**src/rtl/alu_pkg.sv**
```systemverilog
// Shared ALU result-stage types: field widths, arithmetic opcodes and the queued entry layout.
package alu_pkg;

    localparam int unsigned DATA_W = 4;
    localparam int unsigned OPC_W  = 4;

    localparam logic [OPC_W-1:0] OP_ADD = 4'b0100;
    localparam logic [OPC_W-1:0] OP_INC = 4'b0101;
    localparam logic [OPC_W-1:0] OP_SUB = 4'b0110;
    localparam logic [OPC_W-1:0] OP_DEC = 4'b0111;

    typedef struct packed {
        logic [OPC_W-1:0]  opcode;
        logic [DATA_W-1:0] result;
        logic              c;
        logic              v;
        logic              z;
        logic              n;
    } entry_t;

    localparam int unsigned ENTRY_W = $bits(entry_t);

    // Only add/inc/sub/dec produce meaningful carry and overflow flags.
    function automatic logic is_arith(input logic [OPC_W-1:0] op);
        return (op == OP_ADD) || (op == OP_INC) || (op == OP_SUB) || (op == OP_DEC);
    endfunction

endpackage

```
**src/rtl/alu_result_if.sv**
```systemverilog
// Upstream/downstream bundle of the ALU result stage; sticky signals exist only with ALU_RESULT_STICKY_EN.
interface alu_result_if #(
    parameter int unsigned DEPTH = 4
);
    import alu_pkg::*;

    localparam int unsigned CNT_W = $clog2(DEPTH) + 1;

    logic                 in_valid;
    logic                 in_ready;
    logic [OPC_W-1:0]     in_opcode;
    logic [DATA_W-1:0]    in_result;
    logic                 in_c;
    logic                 in_v;
    logic                 out_valid;
    logic                 out_ready;
    logic [OPC_W-1:0]     out_opcode;
    logic [DATA_W-1:0]    out_result;
    logic                 out_c;
    logic                 out_v;
    logic                 out_z;
    logic                 out_n;
    logic [CNT_W-1:0]     count;
`ifdef ALU_RESULT_STICKY_EN
    logic                 sticky_clr;
    logic                 sticky_c;
    logic                 sticky_v;

    modport master (
        output in_valid, in_opcode, in_result, in_c, in_v, out_ready, sticky_clr,
        input  in_ready, out_valid, out_opcode, out_result, out_c, out_v, out_z, out_n,
               count, sticky_c, sticky_v
    );
    modport slave (
        input  in_valid, in_opcode, in_result, in_c, in_v, out_ready, sticky_clr,
        output in_ready, out_valid, out_opcode, out_result, out_c, out_v, out_z, out_n,
               count, sticky_c, sticky_v
    );
`else
    modport master (
        output in_valid, in_opcode, in_result, in_c, in_v, out_ready,
        input  in_ready, out_valid, out_opcode, out_result, out_c, out_v, out_z, out_n, count
    );
    modport slave (
        input  in_valid, in_opcode, in_result, in_c, in_v, out_ready,
        output in_ready, out_valid, out_opcode, out_result, out_c, out_v, out_z, out_n, count
    );
`endif

endinterface

```
**src/rtl/sync_fifo.sv**
```systemverilog
// Synchronous FIFO with occupancy count; read data is forced to zero while empty.
module sync_fifo #(
    parameter int unsigned WIDTH = 8,
    parameter int unsigned DEPTH = 4
) (
    input  logic                       clk,
    input  logic                       rst_n,
    input  logic                       push,
    input  logic                       pop,
    input  logic [WIDTH-1:0]           wdata,
    output logic [WIDTH-1:0]           rdata,
    output logic [$clog2(DEPTH):0]     count,
    output logic                       full,
    output logic                       empty
);
    localparam int unsigned PTR_W = (DEPTH > 1) ? $clog2(DEPTH) : 1;
    localparam int unsigned CNT_W = $clog2(DEPTH) + 1;

    logic [WIDTH-1:0] mem [DEPTH];
    logic [PTR_W-1:0] wr_ptr;
    logic [PTR_W-1:0] rd_ptr;
    logic [CNT_W-1:0] cnt;
    logic             do_push;
    logic             do_pop;

    assign full    = (cnt == CNT_W'(DEPTH));
    assign empty   = (cnt == '0);
    assign do_push = push && !full;
    assign do_pop  = pop && !empty;
    assign count   = cnt;
    assign rdata   = empty ? '0 : mem[rd_ptr];

    // Pointers wrap naturally because DEPTH is a power of two.
    always_ff @(posedge clk) begin
        if (!rst_n) begin
            wr_ptr <= '0;
            rd_ptr <= '0;
            cnt    <= '0;
        end else begin
            if (do_push) wr_ptr <= wr_ptr + PTR_W'(1);
            if (do_pop)  rd_ptr <= rd_ptr + PTR_W'(1);
            case ({do_push, do_pop})
                2'b10:   cnt <= cnt + CNT_W'(1);
                2'b01:   cnt <= cnt - CNT_W'(1);
                default: cnt <= cnt;
            endcase
        end
    end

    // Storage needs no reset: contents are masked while empty.
    always_ff @(posedge clk) begin
        if (rst_n && do_push) mem[wr_ptr] <= wdata;
    end

endmodule

```
**src/rtl/alu_result_stage.sv**
```systemverilog
// ALU result queue: tags results with Z/N, masks C/V for non-arithmetic opcodes and buffers them FIFO.
// Optional sticky carry/overflow flags are built when ALU_RESULT_STICKY_EN is defined.
module alu_result_stage
    import alu_pkg::*;
#(
    parameter int unsigned DEPTH = 4
) (
    input  logic        clk,
    input  logic        rst_n,
    alu_result_if.slave bus
);
    localparam int unsigned CNT_W = $clog2(DEPTH) + 1;

    entry_t           in_entry;
    entry_t           head;
    logic [CNT_W-1:0] fifo_count;
    logic             full;
    logic             empty;
    logic             push;
    logic             pop;

    assign push = bus.in_valid && !full;
    assign pop  = bus.out_ready && !empty;

    // Flags are derived once at push time and travel with the entry.
    always_comb begin
        in_entry        = '0;
        in_entry.opcode = bus.in_opcode;
        in_entry.result = bus.in_result;
        in_entry.c      = is_arith(bus.in_opcode) ? bus.in_c : 1'b0;
        in_entry.v      = is_arith(bus.in_opcode) ? bus.in_v : 1'b0;
        in_entry.z      = (bus.in_result == '0);
        in_entry.n      = bus.in_result[DATA_W-1];
    end

    sync_fifo #(
        .WIDTH (ENTRY_W),
        .DEPTH (DEPTH)
    ) u_fifo (
        .clk   (clk),
        .rst_n (rst_n),
        .push  (push),
        .pop   (pop),
        .wdata (in_entry),
        .rdata (head),
        .count (fifo_count),
        .full  (full),
        .empty (empty)
    );

    assign bus.in_ready   = !full;
    assign bus.out_valid  = !empty;
    assign bus.count      = fifo_count;
    assign bus.out_opcode = head.opcode;
    assign bus.out_result = head.result;
    assign bus.out_c      = head.c;
    assign bus.out_v      = head.v;
    assign bus.out_z      = head.z;
    assign bus.out_n      = head.n;

`ifdef ALU_RESULT_STICKY_EN
    logic sticky_c_q;
    logic sticky_v_q;

    // A clear on the same edge as a flagged push leaves only the new flag.
    always_ff @(posedge clk) begin
        if (!rst_n) begin
            sticky_c_q <= 1'b0;
            sticky_v_q <= 1'b0;
        end else begin
            sticky_c_q <= (bus.sticky_clr ? 1'b0 : sticky_c_q) | (push & in_entry.c);
            sticky_v_q <= (bus.sticky_clr ? 1'b0 : sticky_v_q) | (push & in_entry.v);
        end
    end

    assign bus.sticky_c = sticky_c_q;
    assign bus.sticky_v = sticky_v_q;
`endif

endmodule

```
**src/flat_wrapper.sv**
```systemverilog
// flat-port wrapper written by rule: the top's interface ports become plain ports
module alu_result_stage_flat import alu_pkg::*;
#(
    parameter int unsigned DEPTH = 4
)
  (clk, rst_n, bus_in_valid, bus_in_opcode, bus_in_result, bus_in_c, bus_in_v, bus_out_ready, bus_in_ready, bus_out_valid, bus_out_opcode, bus_out_result, bus_out_c, bus_out_v, bus_out_z, bus_out_n, bus_count);
  alu_result_if #(.DEPTH(DEPTH)) bus_i ();
  input  logic clk;
  input  logic rst_n;
  input wire logic [$bits(bus_i.in_valid)-1:0] bus_in_valid;
  input wire logic [$bits(bus_i.in_opcode)-1:0] bus_in_opcode;
  input wire logic [$bits(bus_i.in_result)-1:0] bus_in_result;
  input wire logic [$bits(bus_i.in_c)-1:0] bus_in_c;
  input wire logic [$bits(bus_i.in_v)-1:0] bus_in_v;
  input wire logic [$bits(bus_i.out_ready)-1:0] bus_out_ready;
  output wire logic [$bits(bus_i.in_ready)-1:0] bus_in_ready;
  output wire logic [$bits(bus_i.out_valid)-1:0] bus_out_valid;
  output wire logic [$bits(bus_i.out_opcode)-1:0] bus_out_opcode;
  output wire logic [$bits(bus_i.out_result)-1:0] bus_out_result;
  output wire logic [$bits(bus_i.out_c)-1:0] bus_out_c;
  output wire logic [$bits(bus_i.out_v)-1:0] bus_out_v;
  output wire logic [$bits(bus_i.out_z)-1:0] bus_out_z;
  output wire logic [$bits(bus_i.out_n)-1:0] bus_out_n;
  output wire logic [$bits(bus_i.count)-1:0] bus_count;
  assign bus_i.in_valid = bus_in_valid;
  assign bus_i.in_opcode = bus_in_opcode;
  assign bus_i.in_result = bus_in_result;
  assign bus_i.in_c = bus_in_c;
  assign bus_i.in_v = bus_in_v;
  assign bus_i.out_ready = bus_out_ready;
  assign bus_in_ready = bus_i.in_ready;
  assign bus_out_valid = bus_i.out_valid;
  assign bus_out_opcode = bus_i.out_opcode;
  assign bus_out_result = bus_i.out_result;
  assign bus_out_c = bus_i.out_c;
  assign bus_out_v = bus_i.out_v;
  assign bus_out_z = bus_i.out_z;
  assign bus_out_n = bus_i.out_n;
  assign bus_count = bus_i.count;
  alu_result_stage #(.DEPTH(DEPTH)) u_core (.clk(clk), .rst_n(rst_n), .bus(bus_i));
endmodule
```
**config.mk**
```make
export PLATFORM = sky130hd
export DESIGN_NAME = alu_result_stage_flat
export DESIGN_NICKNAME = d
export VERILOG_FILES = /design/src/rtl/alu_pkg.sv /design/src/rtl/alu_result_if.sv /design/src/rtl/sync_fifo.sv /design/src/rtl/alu_result_stage.sv /design/src/flat_wrapper.sv
export SDC_FILE = /design/constraint.sdc
export NUM_CORES = 1
export LEC_CHECK = 0
export CORE_MARGIN = 2
export CORE_UTILIZATION = 35
export CTS_CLUSTER_SIZE = 24
export DETAILED_ROUTE_END_ITERATION = 16
export SKIP_CTS_REPAIR_TIMING = 1
export SLEW_MARGIN = 10
export SYNTH_ARGS = -nofsm -noshare
export SYNTH_HDL_FRONTEND = slang
export SYNTH_SLANG_ARGS = --single-unit
```
**constraint.sdc**
```tcl
create_clock -name clk -period 3.55 [get_ports clk]
set_input_delay 0.71 -clock clk [delete_from_list [all_inputs] [get_ports clk]]
set_output_delay 0.71 -clock clk [all_outputs]
set_load 0.05 [all_outputs]
```
==> results by group <==
Status
  – Outcome: finished clean

Worst setup path
  – CP Class: reg2out
  – Startpoint Class: flop
  – Crit-path cells: buf_4 -> mux4_2 -> nor2b_4 -> clkdlybuf4s50_1
  – Req. time, crit path: 2.84 ns
  – CP max FO: 8
  – Kind of end point of the critical path: output pin
  – Worst stage delay on the critical path: around 0.7 ns
  – Flop2flop setup slack: approximately 1.2 ns
  – Worst endpoint data arrival time: ~2.5 ns
  – R2R cell count: 9
  – Reg-to-Reg End: u_core.u_fifo.count[2]$_SDFFE_PN0P_
  – Crit-path slowest cell: clkdlybuf4s50_1
  – R2R Path Start: u_core.u_fifo.count[0]$_SDFFE_PN0P_

Clock network
  – CTS root buf: clkbuf_8
  – Clk pin slew, worst setup/hold paths: about 0.08 ns
  – H-tree levels: 2
  – Clk buf depth: 2
  – Clk Latency, worst-skew pair: 0.30 ns
  – CTS buffer count: 5
  – Clock sink total: 53
  – CTS tree: yes

Synthesis
  – Synth Warn #: 0
  – Syn avg cell area: around 18 µm²
  – Synth async-reset ratio: 0%
  – Sequential cell area fraction in the yosys report: 66.0%
  – Synth Flop Type: edfxtp_1
  – Mapped Cells: 128
  – Synth Register Bits: 53
  – Synth cell types: 29
  – EDFF count, synth: 44
  – Synthesized Nets: 148
  – Post-Syn Area: between 2000 and 2500 µm²

Detailed routing
  – Total number of vias: around 1100
  – TritonRoute pass-1 iters: 4
  – Post-route ant nets: 0
  – Vias per Instance: around 4.8
  – WL final: 3.74 mm
  – DRT iter0 DRCs: 87
  – Post-DR wirelength/cell: 15.6 µm
  – # DRC: 0

Die
  – Area of the die: 7160 µm²
  – Chip height: 84.6 µm
  – Initial Util: 36.0%
  – I/O pin count: 31
  – Site Rows: 29
  – Die X: 84.6 µm
  – Core Region: 6310 µm²

Power and ir drop
  – VDD IR max: 0.618 mV
  – Pleak: 0.942 nW
  – Pwr dens: around 830 nW/µm²

GRT
  – Number of global-route vias before repair: 1233
  – First-pass GRT wire length: 6.24 mm
  – Grt met1 use: 13.6%
  – Busiest grt layer: met2
  – Antenna violations before repair: 0
  – Congestion Overflow GR: 0
  – Pin count of the biggest net entering global routing: 17
  – Total track usage: 11.4%
  – Met2 Track Usage GR: roughly a fifth
  – Grt met3 use: ~3.5%

Timing
  – Minimum clock period: 3.24 ns
  – Worst Max-Slew Pin Slew: 0.617 ns
  – Endpoints failing setup: 0
  – Maximum clock rate: approximately 300 MHz
  – Slew headroom: 58.9%
  – Max-slew violation count: 0
  – Period Utilization, post-route: 91.2%
  – RSZ-0062 raised after global routing: no
  – Final Hold Viols: 0
  – Clock skew: between 0.005 and 0.006 ns
  – Setup_tns: 0 ns

Final layout
  – Commonest non-fill, non-tap cell in the layout: edfxtp_1
  – Fillers: 583
  – Final nets: 182
  – Most frequent cells in the layout: 44 x edfxtp_1, 30 x clkdlybuf4s50_1, 10 x mux4_2, 10 x nor2b_4, 9 x dfxtp_1
  – Layout Cells excl Fill: 240
  – Layout cells sized above 1: 18.4%
  – Area growth, synth to finish: 21.1%
  – Multi-input gate area: 708 µm²
  – Utilization after layout: 43.6%
  – Reg area: roughly 1500 µm²
  – Ant. Diodes: 0

Placed design
  – Hpwl dp: 2.58 mm
  – Gpl congestion: 0.679
  – Port Buffer Count: 30
  – Cells after DPL: 232

Hold path
  – Hold Path Origin: u_core.u_fifo.rd_ptr[0]$_SDFFE_PN0P_
  – HP Class: reg2reg
  – Hold Path Stages: 2

Flow run
  – Max Cap Viol: 0
==> cell families (layout without fill, tap and decap cells) <==
kind of cell	Yosys count	in the layout	share of synthesized area [%]
AOI/OAI and AO/OA	8	8	2.26
adders and majority gates	6	6	3.63
muxes	13	13	11.9
buffers and inverters	12	47	2.86
and+or+nand+nor	34	34	12.5
DFF	53	53	66.0
xor gates and xnor gates	2	2	0.770
==> cell type report <==
class                           instances  area share (%)
Tap cell                               77            3.50
Multi-Input combinational cell         63            25.7
Clock inverter                          2            1.23
Clock buffer                            6            2.64
Inverter                                7           0.954
Timing Repair Buffer                   32            11.4
Sequential cell                        53            54.5
==> report_power, final <==
group	leakage [nW]	total, W	internal, W	switching [W]
sequential	0.474	0.000801	0.000732	0.0000685
combinational	0.414	0.00110	0.000434	0.000661
clock	0.0528	0.000388	0.000208	0.000179
==> registers in the layout (all words and copies together), names as in the netlist, named ones only <==
name / count
u_core.u_fifo.count: 3
u_core.u_fifo.mem: 44
u_core.u_fifo.rd_ptr: 2
u_core.u_fifo.wr_ptr: 2
==> critical path, delay by kind of cell (launching register included) <==
family	cells	cell delay (ns)
buffers and inverters	2	0.95
flip-flops	1	0.65
multiplexers	1	0.50
AND/OR/NAND/NOR	1	0.13
==> worst max-delay path by stage <==
stage                                              from                end  slack (ns)  depth (start not counted)
floorplan           u_core.u_fifo.count[2]$_SDFFE_PN0P_  bus_out_result[3]        1.19                          4
global placement                                   flop          bus_out_v        0.60                          4
detailed placement                                 flop          bus_out_c        0.56                          4
CTS                                                flop          bus_out_c        0.22                          4
global route                                       flop          bus_out_v        0.14                          4
finish                                             flop          bus_out_v        0.31                          4
==> Yosys cell counts (2+ instances only) <==
cell	number	area (µm²)
edfxtp_1	44	1320
mux4_2	10	225
nor2b_4	10	138
dfxtp_1	9	180
nand2_1	8	30.0
inv_1	7	26.3
ha_1	5	62.6
o21ai_0	5	25.0
and3_1	4	25.0
and2_1	2	12.5
and3b_1	2	17.5
buf_6	2	22.5
mux2i_1	2	20.0
nor2b_1	2	12.5
or3_1	2	12.5
==> routing by layer <==
layer	part of all wire (%)	routed length, µm	vias up
met1	43	1600	567
met2	51	1920	25
met4	1.4	51	0
li1	-	-	546
met3	4.4	165	6
met5	0	0	-
==> stage by stage <==
stage | instance area (µm²) | setup WS (ns) | hold WS, ns | total power (W)
floorplan | 2270 | 1.19 | 0.456 | 0.00164
global placement | 2650 | 0.600 | 0.471 | 0.00191
detailed placement | 2650 | 0.559 | 0.485 | 0.00193
CTS | 2750 | 0.224 | 0.501 | 0.00232
global route | 2750 | 0.144 | 0.545 | 0.00240
finish | 2750 | 0.311 | 0.497 | 0.00228
Note: power is estimated with default switching activity, not from simulation.
